[src/rtl/uart_tx_engine_if.sv]
// Host-side handshake and framing bundle for the UART transmit engine.
// The master drives the request and frame settings; the engine drives the line and status.
interface uart_tx_engine_if;
  logic [18:0] baud_count;
  logic [7:0]  tx_data;
  logic        eight;
  logic        pen;
  logic        ohel;
  logic        load;
  logic        tx;
  logic        tx_ready;
  logic        tx_done;

  modport master (
    output baud_count, tx_data, eight, pen, ohel, load,
    input  tx, tx_ready, tx_done
  );

  modport slave (
    input  baud_count, tx_data, eight, pen, ohel, load,
    output tx, tx_ready, tx_done
  );
endinterface

[src/rtl/uart_tx_engine.sv]
// UART transmit engine: start bit, 7/8 data bits LSB first, optional parity, one stop bit.
// Frame settings and bit period are captured on load so mid-frame input changes are ignored.
module uart_tx_engine (
  input  logic              clk,
  input  logic              reset,
  uart_tx_engine_if.slave   bus
);

  typedef enum logic [2:0] {
    IDLE,
    START,
    DATA,
    PARITY,
    STOP
  } state_t;

  state_t      state;
  state_t      state_next;
  logic [18:0] timer;
  logic [18:0] cap_baud;
  logic [2:0]  bit_idx;
  logic [7:0]  shreg;
  logic        cap_eight;
  logic        cap_pen;
  logic        parity_bit;
  logic        tx_reg;
  logic        tx_next;
  logic        done_reg;
  logic        done_next;
  logic        bit_end;
  logic        last_data;
  logic        accept;

  assign bit_end   = (timer == 19'd1);
  assign last_data = (bit_idx == (cap_eight ? 3'd7 : 3'd6));
  assign accept    = (state == IDLE) && bus.load;

  // Next-state and next line value; tx is registered, so the bit that follows a boundary is chosen here.
  always_comb begin
    state_next = state;
    tx_next    = 1'b1;
    done_next  = 1'b0;
    case (state)
      IDLE: begin
        if (bus.load) begin
          state_next = START;
          tx_next    = 1'b0;
        end
      end
      START: begin
        tx_next = 1'b0;
        if (bit_end) begin
          state_next = DATA;
          tx_next    = shreg[0];
        end
      end
      DATA: begin
        tx_next = shreg[0];
        if (bit_end) begin
          if (last_data) begin
            state_next = cap_pen ? PARITY : STOP;
            tx_next    = cap_pen ? parity_bit : 1'b1;
          end else begin
            tx_next = shreg[1];
          end
        end
      end
      PARITY: begin
        tx_next = parity_bit;
        if (bit_end) begin
          state_next = STOP;
          tx_next    = 1'b1;
        end
      end
      STOP: begin
        tx_next = 1'b1;
        if (bit_end) begin
          state_next = IDLE;
          done_next  = 1'b1;
        end
      end
      default: begin
        state_next = IDLE;
      end
    endcase
  end

  always_ff @(posedge clk) begin
    if (!reset) begin
      state      <= IDLE;
      tx_reg     <= 1'b1;
      done_reg   <= 1'b0;
      timer      <= 19'd0;
      cap_baud   <= 19'd0;
      bit_idx    <= 3'd0;
      shreg      <= 8'd0;
      cap_eight  <= 1'b0;
      cap_pen    <= 1'b0;
      parity_bit <= 1'b0;
    end else begin
      state    <= state_next;
      tx_reg   <= tx_next;
      done_reg <= done_next;
      if (accept) begin
        // A zero period would never reach the end-of-bit value, so treat it as one cycle.
        cap_baud   <= (bus.baud_count == 19'd0) ? 19'd1 : bus.baud_count;
        timer      <= (bus.baud_count == 19'd0) ? 19'd1 : bus.baud_count;
        shreg      <= bus.tx_data;
        cap_eight  <= bus.eight;
        cap_pen    <= bus.pen;
        parity_bit <= (^(bus.tx_data & {bus.eight, 7'h7F})) ^ bus.ohel;
        bit_idx    <= 3'd0;
      end else if (state != IDLE) begin
        if (bit_end) begin
          timer <= cap_baud;
          if (state == DATA) begin
            bit_idx <= bit_idx + 3'd1;
            shreg   <= shreg >> 1;
          end
        end else begin
          timer <= timer - 19'd1;
        end
      end
    end
  end

  assign bus.tx       = tx_reg;
  assign bus.tx_ready = (state == IDLE);
  assign bus.tx_done  = done_reg;

endmodule

[src/flat_wrapper.sv]
// flat-port wrapper written by rule: the top's interface ports become plain ports
module uart_tx_engine_flat 
  (clk, reset, bus_baud_count, bus_tx_data, bus_eight, bus_pen, bus_ohel, bus_load, bus_tx, bus_tx_ready, bus_tx_done);
  uart_tx_engine_if bus_i ();
  input  logic clk;
  input  logic reset;
  input wire logic [$bits(bus_i.baud_count)-1:0] bus_baud_count;
  input wire logic [$bits(bus_i.tx_data)-1:0] bus_tx_data;
  input wire logic [$bits(bus_i.eight)-1:0] bus_eight;
  input wire logic [$bits(bus_i.pen)-1:0] bus_pen;
  input wire logic [$bits(bus_i.ohel)-1:0] bus_ohel;
  input wire logic [$bits(bus_i.load)-1:0] bus_load;
  output wire logic [$bits(bus_i.tx)-1:0] bus_tx;
  output wire logic [$bits(bus_i.tx_ready)-1:0] bus_tx_ready;
  output wire logic [$bits(bus_i.tx_done)-1:0] bus_tx_done;
  assign bus_i.baud_count = bus_baud_count;
  assign bus_i.tx_data = bus_tx_data;
  assign bus_i.eight = bus_eight;
  assign bus_i.pen = bus_pen;
  assign bus_i.ohel = bus_ohel;
  assign bus_i.load = bus_load;
  assign bus_tx = bus_i.tx;
  assign bus_tx_ready = bus_i.tx_ready;
  assign bus_tx_done = bus_i.tx_done;
  uart_tx_engine u_core (.clk(clk), .reset(reset), .bus(bus_i));
endmodule
[config.mk]
export PLATFORM = sky130hd
export DESIGN_NAME = uart_tx_engine_flat
export DESIGN_NICKNAME = d
export VERILOG_FILES = /design/src/rtl/uart_tx_engine_if.sv /design/src/rtl/uart_tx_engine.sv /design/src/flat_wrapper.sv
export SDC_FILE = /design/constraint.sdc
export NUM_CORES = 1
export LEC_CHECK = 0
export CAP_MARGIN = 25
export CORE_UTILIZATION = 37
export CTS_BUF_LIST = sky130_fd_sc_hd__clkbuf_4 sky130_fd_sc_hd__clkbuf_8
export CTS_CLUSTER_DIAMETER = 60
export DETAILED_ROUTE_END_ITERATION = 8
export GPL_ROUTABILITY_DRIVEN = 0
export HOLD_SLACK_MARGIN = 0.08
export PLACE_DENSITY = 0.56
export SETUP_SLACK_MARGIN = 0.5
export SLEW_MARGIN = 10
export SYNTH_ARGS = -nofsm -noshare
export SYNTH_HDL_FRONTEND = slang
export SYNTH_SLANG_ARGS = --single-unit
export TNS_END_PERCENT = 50
[constraint.sdc]
create_clock -name clk -period 4.4 [get_ports clk]
set_clock_uncertainty 0.05 [all_clocks]
set_input_delay 0.88 -clock clk [delete_from_list [all_inputs] [get_ports clk]]
set_output_delay 0.88 -clock clk [all_outputs]
set_load 0.005 [all_outputs]
Word level (Yosys, flattened, before mapping):

Index checks and enable logic that the tools add are counted.
Widths: inputs -> output; s select.

* add/sub/neg operators: 2
* $mul: 0
* divide/modulo/power cells: 0
* order comparisons: 0
* equal/unequal tests: 12
* shift-type cells: 0
* multiplexer cells: 25
* bitwise gates (word level): 3
* reductions and logical operators: 13

Operators by type and width (number)
* $mux 19: 4
* $mux 8: 4
* $mux 3: 7
* $eq 19x1->1 const B: 1
* $logic_not 19->1: 1
* $sub 19x1->19 const B: 1
* $pmux 3 s5: 1
* $ne 2x1->1 const B: 5
* $and 8x8->8: 1
* $mux 1: 8
* $reduce_xor 8->1: 1
* $eq 3x2->1 const B: 2
* $reduce_and 3->1: 2
* $reduce_and 6->1: 1
* $reduce_bool 2->1: 3
* $pmux 1 s4: 1
* $add 3x1->3 const B: 1
* $eq 3x1->1 const B: 1
* $eq 3x3->1: 1
* $eq 3x3->1 const B: 1
* $logic_not 3->1: 1
* $reduce_bool 3->1: 1
* $ne 2x2->1 const B: 1
* $reduce_and 2->1: 1
* 4 further kinds: 4

* bits in registers: 57
* bits in latches: 0
* memory bits (writable): 0
* memory bits (read-only): 0
* bits of input ports: 33
* output and inout port bits: 3
* word-level logic and storage cells: 65
* memories kept: 0

Depth between registers and ports, before layout:

Gate-level depths: netlist of run 1.

* word-level depth: 5
* depth in mapped cells: 9
* depth with buffers taken out: 7

Worst setup path after synthesis of run 1:

OpenSTA, ideal clock, no wires.

* path type: flip-flop to flip-flop
* start: reg u_core.timer[11]
* end: reg u_core.bit_idx[2]
* setup time: 59 ps
* arrival time: 2427 ps
* data required time: 4291 ps
* path slack: 1864 ps
* stages on the path, launching flop included: 7
* path buffers: 1
* cell sequence: dfxtp_1 or4_4 or4_4 or4_1 clkbuf_2 or4_1 nand2_1

* longest elaborated chain between the ends: 2

RTL lines
* start, declared: line uart_tx_engine.sv:19 `logic [18:0] timer;`
* start signal, assigned: line uart_tx_engine.sv:107 `timer <= (bus.baud_count == 19'd0) ? 19'd1 : bus.baud_count;`
* start signal, assigned: line uart_tx_engine.sv:115 `timer <= cap_baud;`
* start signal, assigned: line uart_tx_engine.sv:121 `timer <= timer - 19'd1;`
* $eq 19x1->1: line uart_tx_engine.sv:34 `assign bit_end = (timer == 19'd1);`
* $reduce_and 3->1 (no source line)
* end signal, assigned: line uart_tx_engine.sv:117 `bit_idx <= bit_idx + 3'd1;`
* end, declared: line uart_tx_engine.sv:21 `logic [2:0] bit_idx;`

No other way between the ends.
A chain may end at the register's enable or synchronous reset.

Worst setup path in the final report of run 1:

* start: reg u_core.state[0]
* end: out bus_tx_ready

* longest elaborated chain between the ends: 1

RTL lines
* start, declared: line uart_tx_engine.sv:17 `state_t state;`
* start signal, assigned: line uart_tx_engine.sv:101 `state <= state_next;`
* $logic_not 3->1: line uart_tx_engine.sv:128 `assign bus.tx_ready = (state == IDLE);`
* end, declared: line flat_wrapper.sv:14 `output wire logic [$bits(bus_i.tx_ready)-1:0] bus_tx_ready;`

No other way between the ends.

==> metrics.md, run 1 <==
| Metric | Value |
|---|---|
| Hold buffer count at CTS | 0 |
| Largest net degree at the start of global routing | 39 |
| Clk sinks | 57 |
| Top-area cell type share of the netlist area | 36.35% |
| Unique masters post-synth | 49 |
| Flop-to-flop setup slack | 1.47 ns |
| Drt total wl | 7710 um |
| Final Setup Violations | 0 |
| Req. time, crit path | 3.47 ns |
| Final Cycle Share | 69.74% |
| Post-CTS setup buffer count | 0 |
| CTS resizes | 0 |
| Final Non-Filler Cells | 521 |
| Synth-to-layout area growth | 21.88% |
| Sequential area share after synthesis | 36.35% |
| Commonest cells post-synth | nand2_1 (64), dfxtp_1 (57), o21ai_0 (37) |
| RSZ-0062 raised after global routing | no |
| Global route hottest layer | met2 |
| Register Area | 1141 sq um |
| CTS tree | yes |
| Area occupied by multi-input gates | 1826 sq um |
| Clock latency on the worst-skew pair | 0.34 ns |
| # fillers | 805 |
| HPWL after detailed placement | 5387 um |
| Die W | 94.11 um |
| HP Class | reg2reg |
| Starting Density | 38.21% |
| Clk slew on worst S/H paths | 0.07 ns |
| VDD IR max | 0.0001573 V |
| Top Registers | u_core.cap_baud x19, u_core.timer x19, u_core.shreg x8 |
| Drt via density | 5.380 |
| Startpoint Class | register |
| Synth warn | 0 |
| CTS Buffer Depth | 2 |
| Leak | 1.442 nW |
| Global route overflow | 0 |
| Primary FF master, synth | dfxtp_1 |
| Vias in the first global route | 2748 |
| WS Path Type | reg2out |
| DR iter-0 viols | 118 |
| Die height | 94.11 um |
| Slew headroom | 36.13% |
| Core ar. | 8217 sq um |
| IO buf count | 35 |
| Post-Syn Area per Cell | 8.197 sq um |
| Tightest Pin Transition | 0.9580 ns |
| Nets | 447 |
| Site Rows | 33 |
| Fin Setup TNS | 0 ns |
| Placed insts | 505 |
| Post-synth EDFFs | 0 |
| Via count | 2803 |
| Met2 usage | 31.20% |
| Mapped Cells | 383 |
| Die Footprint | 8857 sq um |
| Status | finished, final reports clean |
| Fraction of layout cells with a size suffix above 1 | 11.06% |
| Global-route wire length before repair | 13500 um |
| Met1 Use GR | 26.16% |
| Synth area leaders | dfxtp_1 (36%), nand2_1 (7.7%), o21ai_0 (5.9%) |
| Post-synth ARST share | 0% |
| P per Cell Area | 410.7 nW/um^2 |
| H-tree lvl count | 3 |
| Most frequent cell after synthesis | nand2_1 |
| Max_cap viols | 0 |
| Number of CTS-inserted buffers | 9 |
| Final Hold Vio Count | 0 |
| Max-slew violations | 0 |
| Crit. End Element | primary output |
| Net count after synthesis | 419 |
| Final ANT Viol Nets | 0 |
| Final min period | 3.068 ns |
| I/O Pins | 36 |
| Drt pass-1 iters | 4 |
| Met3 usage | 4.288% |
| Register bit count reported by yosys | 57 |
| Root Driver | clkbuf_8 |
| Crit path DAT | 2.14 ns |
| F_max | 325.9 MHz |
| Synthesized area | 3139 sq um |
| Design Power | 0.001571 W |
| Tot GR Track Use | 19.90% |
| DR WL/cell | 14.80 um |
| Yosys top cell by area | dfxtp_1 |
| Initial antenna violation count | 0 |
| DRC | 0 |
| # diodes | 0 |
| Max FO, Critical Path | 21 |
## layout by cell type, fill, tap and decap left out, types with 4 or more instances in the layout
cell / Yosys / layout
o21ai_0: 37 / 37
bufinv_16: 0 / 4
clkdlybuf4s50_1: 0 / 35
nor2_1: 19 / 19
a21boi_0: 23 / 23
nor3_1: 7 / 7
nand2_1: 64 / 64
dfxtp_1: 57 / 57
nand3_1: 13 / 13
a31oi_1: 7 / 7
mux2_2: 15 / 15
nor4_1: 7 / 7
inv_1: 7 / 7
clkbuf_8: 1 / 11
nand4_1: 7 / 7
buf_4: 0 / 10
mux2i_1: 11 / 11
a21oi_1: 15 / 15
xnor2_1: 20 / 20
## report_power, final
part	leakage (nW)	total, W	internal, W	switching, W
registers	0.469	0.000596	0.000556	0.0000392
logic	0.834	0.000298	0.000148	0.000150
clock network	0.140	0.000678	0.000464	0.000214
## critical path: stages, from the launching register on
cell,delay [ns]
dfxtp_1,0.41
or3_1,0.69
inv_1,0.18
clkdlybuf4s50_1,0.52
## final timing paths
| check | endpoint | startpoint | depth (start not counted) |
|---|---|---|---|
| setup reg to reg | u_core.bit_idx[2] | u_core.timer[11] | 5 |
| setup / recovery | bus_tx_ready | u_core.state[0] | 3 |
| hold / removal | u_core.cap_baud[14] | u_core.cap_baud[14] | 2 |
| hold reg to reg | u_core.cap_baud[14] | u_core.cap_baud[14] | 2 |
## area by class of cell
| type | count | share of cell area [%] |
|---|---|---|
| clock inverter | 5 | 3.270 |
| clock buffer | 11 | 3.957 |
| inverter | 7 | 0.6867 |
| sequential | 57 | 29.82 |
| multi-input combinational | 291 | 47.71 |
| timing repair buffer | 45 | 11.12 |
| tap | 105 | 3.434 |
## metal layers
layer / routed length (um) / part of all wire, %
met1: 3693 / 48
met5: 0 / 0
met4: 88 / 1.1
met3: 418 / 5.4
met2: 3509 / 46
## cells by family after synthesis
family | count (synthesis) | synth area share [%]
simple gates | 140 | 21.56
fa+ha+maj | 3 | 1.196
mux | 26 | 8.888
xor+xnor | 24 | 7.134
buf+inv | 35 | 5.500
compound gates | 98 | 19.37
flops | 57 | 36.35
## through the flow
stage,hold WS [ns],setup WS [ns],instance area [sq um],util [%]
2_1_floorplan,0.3903,1.864,3139,-
3_3_place_gp,0.4029,1.510,3550,43.20
3_5_place_dp,0.4088,1.468,3550,43.20
4_1_cts,0.4186,1.316,3826,46.57
5_1_grt,0.4382,1.174,3826,46.57
6_report,0.4125,1.332,3826,46.57
(Power assumes the default switching activity.)
==> run 2: changes to the inputs <==
clock period = 3 ns   (was 4.4 ns; I/O delays follow)
==> metrics.md, run 2 (synthesis gave the netlist of run 1 again) <==
| Metric | Value |
|---|---|
| Dpl ws | 0.4667 ns |
| DR iter-0 viols | 139 |
| Hold buffer count at CTS | 0 |
| DR WL/cell | 15.17 um |
| Synth-to-layout area growth | 21.64% |
| Root Driver | clkbuf_8 |
| Die W | 94.11 um |
| Crit path DAT | 2.59 ns |
| Switching Share | 28.91% |
| HP Class | reg2reg |
| Met2 usage | 32.54% |
| Placed insts | 514 |
| Max FO, Critical Path | 10 |
| IO buf count | 35 |
| Core ar. | 8217 sq um |
| I/O Pins | 36 |
| Global-route wire length before repair | 13630 um |
| VDD IR max | 0.0002586 V |
| Max-slew violations | 0 |
| DRC | 0 |
| Tot GR Track Use | 20.15% |
| Post-CTS setup buffer count | 0 |
| P per Cell Area | 531.0 nW/um^2 |
| Top Registers | u_core.cap_baud x19, u_core.timer x19, u_core.shreg x8 |
| WS Path Type | reg2reg |
| Design Power | 0.002028 W |
| Worst path slowest cell | or4_4 |
| Drt pass-1 iters | 4 |
| Status | finished, final reports clean |
| Final Setup Violations | 0 |
| Initial antenna violation count | 0 |
| Drt via density | 5.348 |
| Clock latency on the worst-skew pair | 0.34 ns |
| Slowest cell delay on critical path | 0.56 ns |
| Die height | 94.11 um |
| Crit-path most repeated cell | or4_4 |
| Slew headroom | 64.97% |
| Req. time, crit path | 3.18 ns |
| CTS tree | yes |
| Site Rows | 33 |
| Nets | 456 |
| Final Non-Filler Cells | 529 |
| Layout Utilization | 46.47% |
| Commonest non-fill, non-tap cell in the layout | nand2_1 |
| Number of CTS-inserted buffers | 9 |
| F_max | 414.6 MHz |
| Startpoint Class | register |
| Internal power | 0.001441 W |
| Max_cap viols | 0 |
| Final ANT Viol Nets | 0 |
| Drt total wl | 8024 um |
| P_sw | 0.0005863 W |
| Most frequent cells in the layout | nand2_1 (64), dfxtp_1 (55), o21ai_0 (37) |
| Clk slew on worst S/H paths | 0.06 ns |
| Register Area | 1144 sq um |
| # fillers | 807 |
| Met3 usage | 3.964% |
| Final Hold Vio Count | 0 |
| CTS Buffer Depth | 2 |
| RSZ-0062 raised after global routing | yes |
| Fraction of layout cells with a size suffix above 1 | 13.92% |
| Met1 Use GR | 26.34% |
| Clock power share | 34.1% |
| Starting Density | 38.21% |
| Vias in the first global route | 2715 |
| Largest net degree at the start of global routing | 21 |
| Clk sinks | 57 |
| Leak | 1.449 nW |
| Final Cycle Share | 80.39% |
| Global route hottest layer | met2 |
| Critical path, cell by cell | or4_4 -> or4_4 -> or4_4 -> buf_6 -> mux2i_1 -> a21oi_1 |
| Via count | 2829 |
| Area occupied by multi-input gates | 1834 sq um |
| Setup WS post-layout | 0.5883 ns |
| Global route overflow | 0 |
| # diodes | 0 |
| Sequential Power Share | 43.2% |
| Fin Setup TNS | 0 ns |
| Combinational share of power | 22.7% |
| Final min period | 2.412 ns |
| Crit. End Element | register |
| H-tree lvl count | 3 |
| Die Footprint | 8857 sq um |
| HPWL after detailed placement | 5769 um |
| Tightest Pin Transition | 0.5239 ns |
run 2: repair_timing:
item,4_1_cts,5_1_grt
pin swaps,0,1
resized for setup,4,2
endpoints found under the setup margin,11,11
gates cloned,0,0
run 2: layout make-up:
class                   count  area share, %
multi-input cells         291          48.03
flip-flops and latches     57          29.95
repair buffers             54          13.01
clock buffers              11          3.637
well taps                 105          3.440
clock inverters             4          1.180
inverters                   7         0.7536
run 2: worst paths after layout:
check                startpoint                 end  slack, ns  depth (start not counted)
max reg2reg    u_core.timer[14]     u_core.shreg[6]       0.59                          6
max            u_core.timer[14]     u_core.shreg[6]       0.59                          6
min          u_core.cap_baud[9]  u_core.cap_baud[9]       0.41                          2
min reg2reg  u_core.cap_baud[9]  u_core.cap_baud[9]       0.41                          2
run 2: per-layer routing:
metal | wire, um | part of all wire [%]
met5 | 0 | 0
met4 | 128 | 1.6
met3 | 291 | 3.6
met2 | 3878 | 48
met1 | 3725 | 46
run 2: power by group through the flow:
stage	Sequential (W)	Combinational [W]	Clock (W)
CTS	0.000876	0.000461	0.000708
global placement	0.000891	0.000450	0
detailed placement	0.000892	0.000456	0
finish	0.000876	0.000460	0.000692
floorplan	0.000872	0.000309	0
global route	0.000884	0.000514	0.000746
run 2: stage by stage:
step | hold WS, ns | area (sq um)
2_1_floorplan | 0.3903 | 3141
3_3_place_gp | 0.3996 | 3618
3_5_place_dp | 0.4046 | 3618
4_1_cts | 0.4127 | 3811
5_1_grt | 0.4297 | 3819
6_report | 0.4087 | 3819
run 2: critical path: cells and delay by family, from the launching register on:
family,cells,cell delay (ns)
simple gates,3,1.49
flops,1,0.33
buf+inv,1,0.18
mux,1,0.17
compound gates,1,0.08
==> run 3: changes to the inputs <==
PLACE_DENSITY = 0.58   (was 0.56)
clock period = 2.2 ns   (was 3 ns; I/O delays follow)
==> metrics.md, run 3 (synthesis gave the netlist of run 1 again) <==
| Metric | Value |
|---|---|
| Via count | 3012 |
| Max_cap viols | 0 |
| Design Power | 0.003095 W |
| Hold buffer count at CTS | 0 |
| Final Hold Vio Count | 0 |
| H-tree lvl count | 3 |
| Die W | 94.11 um |
| Site Rows | 33 |
| Largest net degree at the start of global routing | 26 |
| Commonest non-fill, non-tap cell in the layout | nand2_1 |
| Setup WS post-layout | -0.2092 ns |
| Final Cycle Share | 109.5% |
| Die Footprint | 8857 sq um |
| Number of CTS-inserted buffers | 9 |
| Fraction of layout cells with a size suffix above 1 | 23.16% |
| Req. time, crit path | 2.44 ns |
| HPWL after detailed placement | 6030 um |
| Core ar. | 8217 sq um |
| IO buf count | 35 |
| Clock latency on the worst-skew pair | 0.34 ns |
| Slew headroom | 67.99% |
| WS Path Type | reg2reg |
| Startpoint Class | register |
| Crit path DAT | 2.65 ns |
| Drt pass-1 iters | 5 |
| Most frequent cells in the layout | nand2_1 (63), dfxtp_1 (53), clkdlybuf4s50_1 (34) |
| DRC | 0 |
| Die height | 94.11 um |
| Drt via density | 5.437 |
| Critical path, cell by cell | or4_4 -> or4_4 -> or4_4 -> or4_4 -> nand2_2 |
| RSZ-0062 raised after global routing | yes |
| Crit-path most repeated cell | or4_4 |
| Status | finished with violations |
| Starting Density | 38.21% |
| VDD IR max | 0.0004030 V |
| Nets | 480 |
| Tightest Pin Transition | 0.4786 ns |
| Final ANT Viol Nets | 0 |
| CTS Buffer Depth | 2 |
| Violated checks | negative setup slack |
| Global-route wire length before repair | 14670 um |
| Synth-to-layout area growth | 34.24% |
| Vias in the first global route | 2909 |
| Max FO, Critical Path | 3 |
| CTS tree | yes |
| Max-slew violations | 0 |
| Top Registers | u_core.cap_baud x19, u_core.timer x19, u_core.shreg x8 |
| DR iter-0 viols | 151 |
| Global route overflow | 0 |
| # diodes | 0 |
| I/O Pins | 36 |
| Final Setup Violations | 31 |
| HP Class | reg2reg |
| Slowest cell delay on critical path | 0.53 ns |
| Crit. End Element | register |
| Leak | 1.628 nW |
| Worst path slowest cell | or4_4 |
| P per Cell Area | 734.5 nW/um^2 |
| Final min period | 2.409 ns |
| Initial antenna violation count | 0 |
| Tot GR Track Use | 21.57% |
| Drt total wl | 8668 um |
| DR WL/cell | 15.65 um |
| Dpl ws | -0.2244 ns |
| Clk sinks | 57 |
| Clk slew on worst S/H paths | 0.07 ns |
| Root Driver | clkbuf_8 |
| F_max | 415.1 MHz |
-- run 3: changes by cell type in the layout (fill, tap and decap cells not counted), sizes merged --
cell           before  now
clkinvlp            0    1
clkdlybuf4s50      35   34
clkinv              3    2
buf                19   44
bufinv              1    2
-- run 3: path summary, 6_finish.rpt --
kind	start	slack (ns)	cells past startpoint	endpoint
hold / removal	u_core.cap_baud[4]	0.41	2	u_core.timer[4]
setup / recovery	u_core.timer[14]	-0.21	5	u_core.bit_idx[2]
setup reg to reg	u_core.timer[14]	-0.21	5	u_core.bit_idx[2]
hold reg to reg	u_core.cap_baud[4]	0.41	2	u_core.timer[4]
-- run 3: layer usage --
layer | wire [um] | track usage, % | vias up
met1 | 4095 | 29.76 | 1436
li1 | - | - | 1477
met3 | 470 | 4.612 | 13
met5 | 0 | 0 | -
met2 | 3981 | 33.33 | 86
met4 | 121 | 6.795 | 0
-- run 3: where the power goes --
part           switching, W  leakage [nW]  total (W)  internal, W
logic              0.000378          1.04   0.000778     0.000400
registers         0.0000668         0.470    0.00118      0.00111
clock network      0.000442         0.115    0.00114     0.000695
total              0.000887          1.63    0.00310      0.00221
-- run 3: layout make-up --
cell class / instances / area (sq um)
clock inverter: 5 / 77.57
clock buffer: 11 / 151.4
inverter: 7 / 28.78
tap: 105 / 131.4
sequential: 57 / 1146
multi-input combinational: 291 / 1939
timing repair buffer: 78 / 739.5
fill: 798 / 4003
-- run 3: metrics by stage --
step | utilization (%) | std cells | setup TNS (ns) | hold slack (ns) | area, sq um
after floorplan | - | 383 | -2.135 | 0.3903 | 3156
after global placement | 46.08 | 533 | -1.972 | 0.4012 | 3786
after detailed placement | 46.08 | 533 | -2.353 | 0.4062 | 3786
after CTS | 50.42 | 554 | -2.225 | 0.4151 | 4143
after global routing | 51.29 | 554 | -4.785 | 0.4313 | 4214
final | 51.29 | 554 | -2.574 | 0.4087 | 4214
-- run 3: worst max-delay path, delay by kind of cell (launching register included) --
family        cells  cell delay, ns
simple gates      5            1.99
flops             1            0.32
-- run 3: timing repair --
action                                  CTS  global route
pin swaps                                17            14
endpoints found under the hold margin     0             0
setup buffers                             3             0
endpoints found under the setup margin   58            58
resized for setup                        44            16
cloned                                    2             0
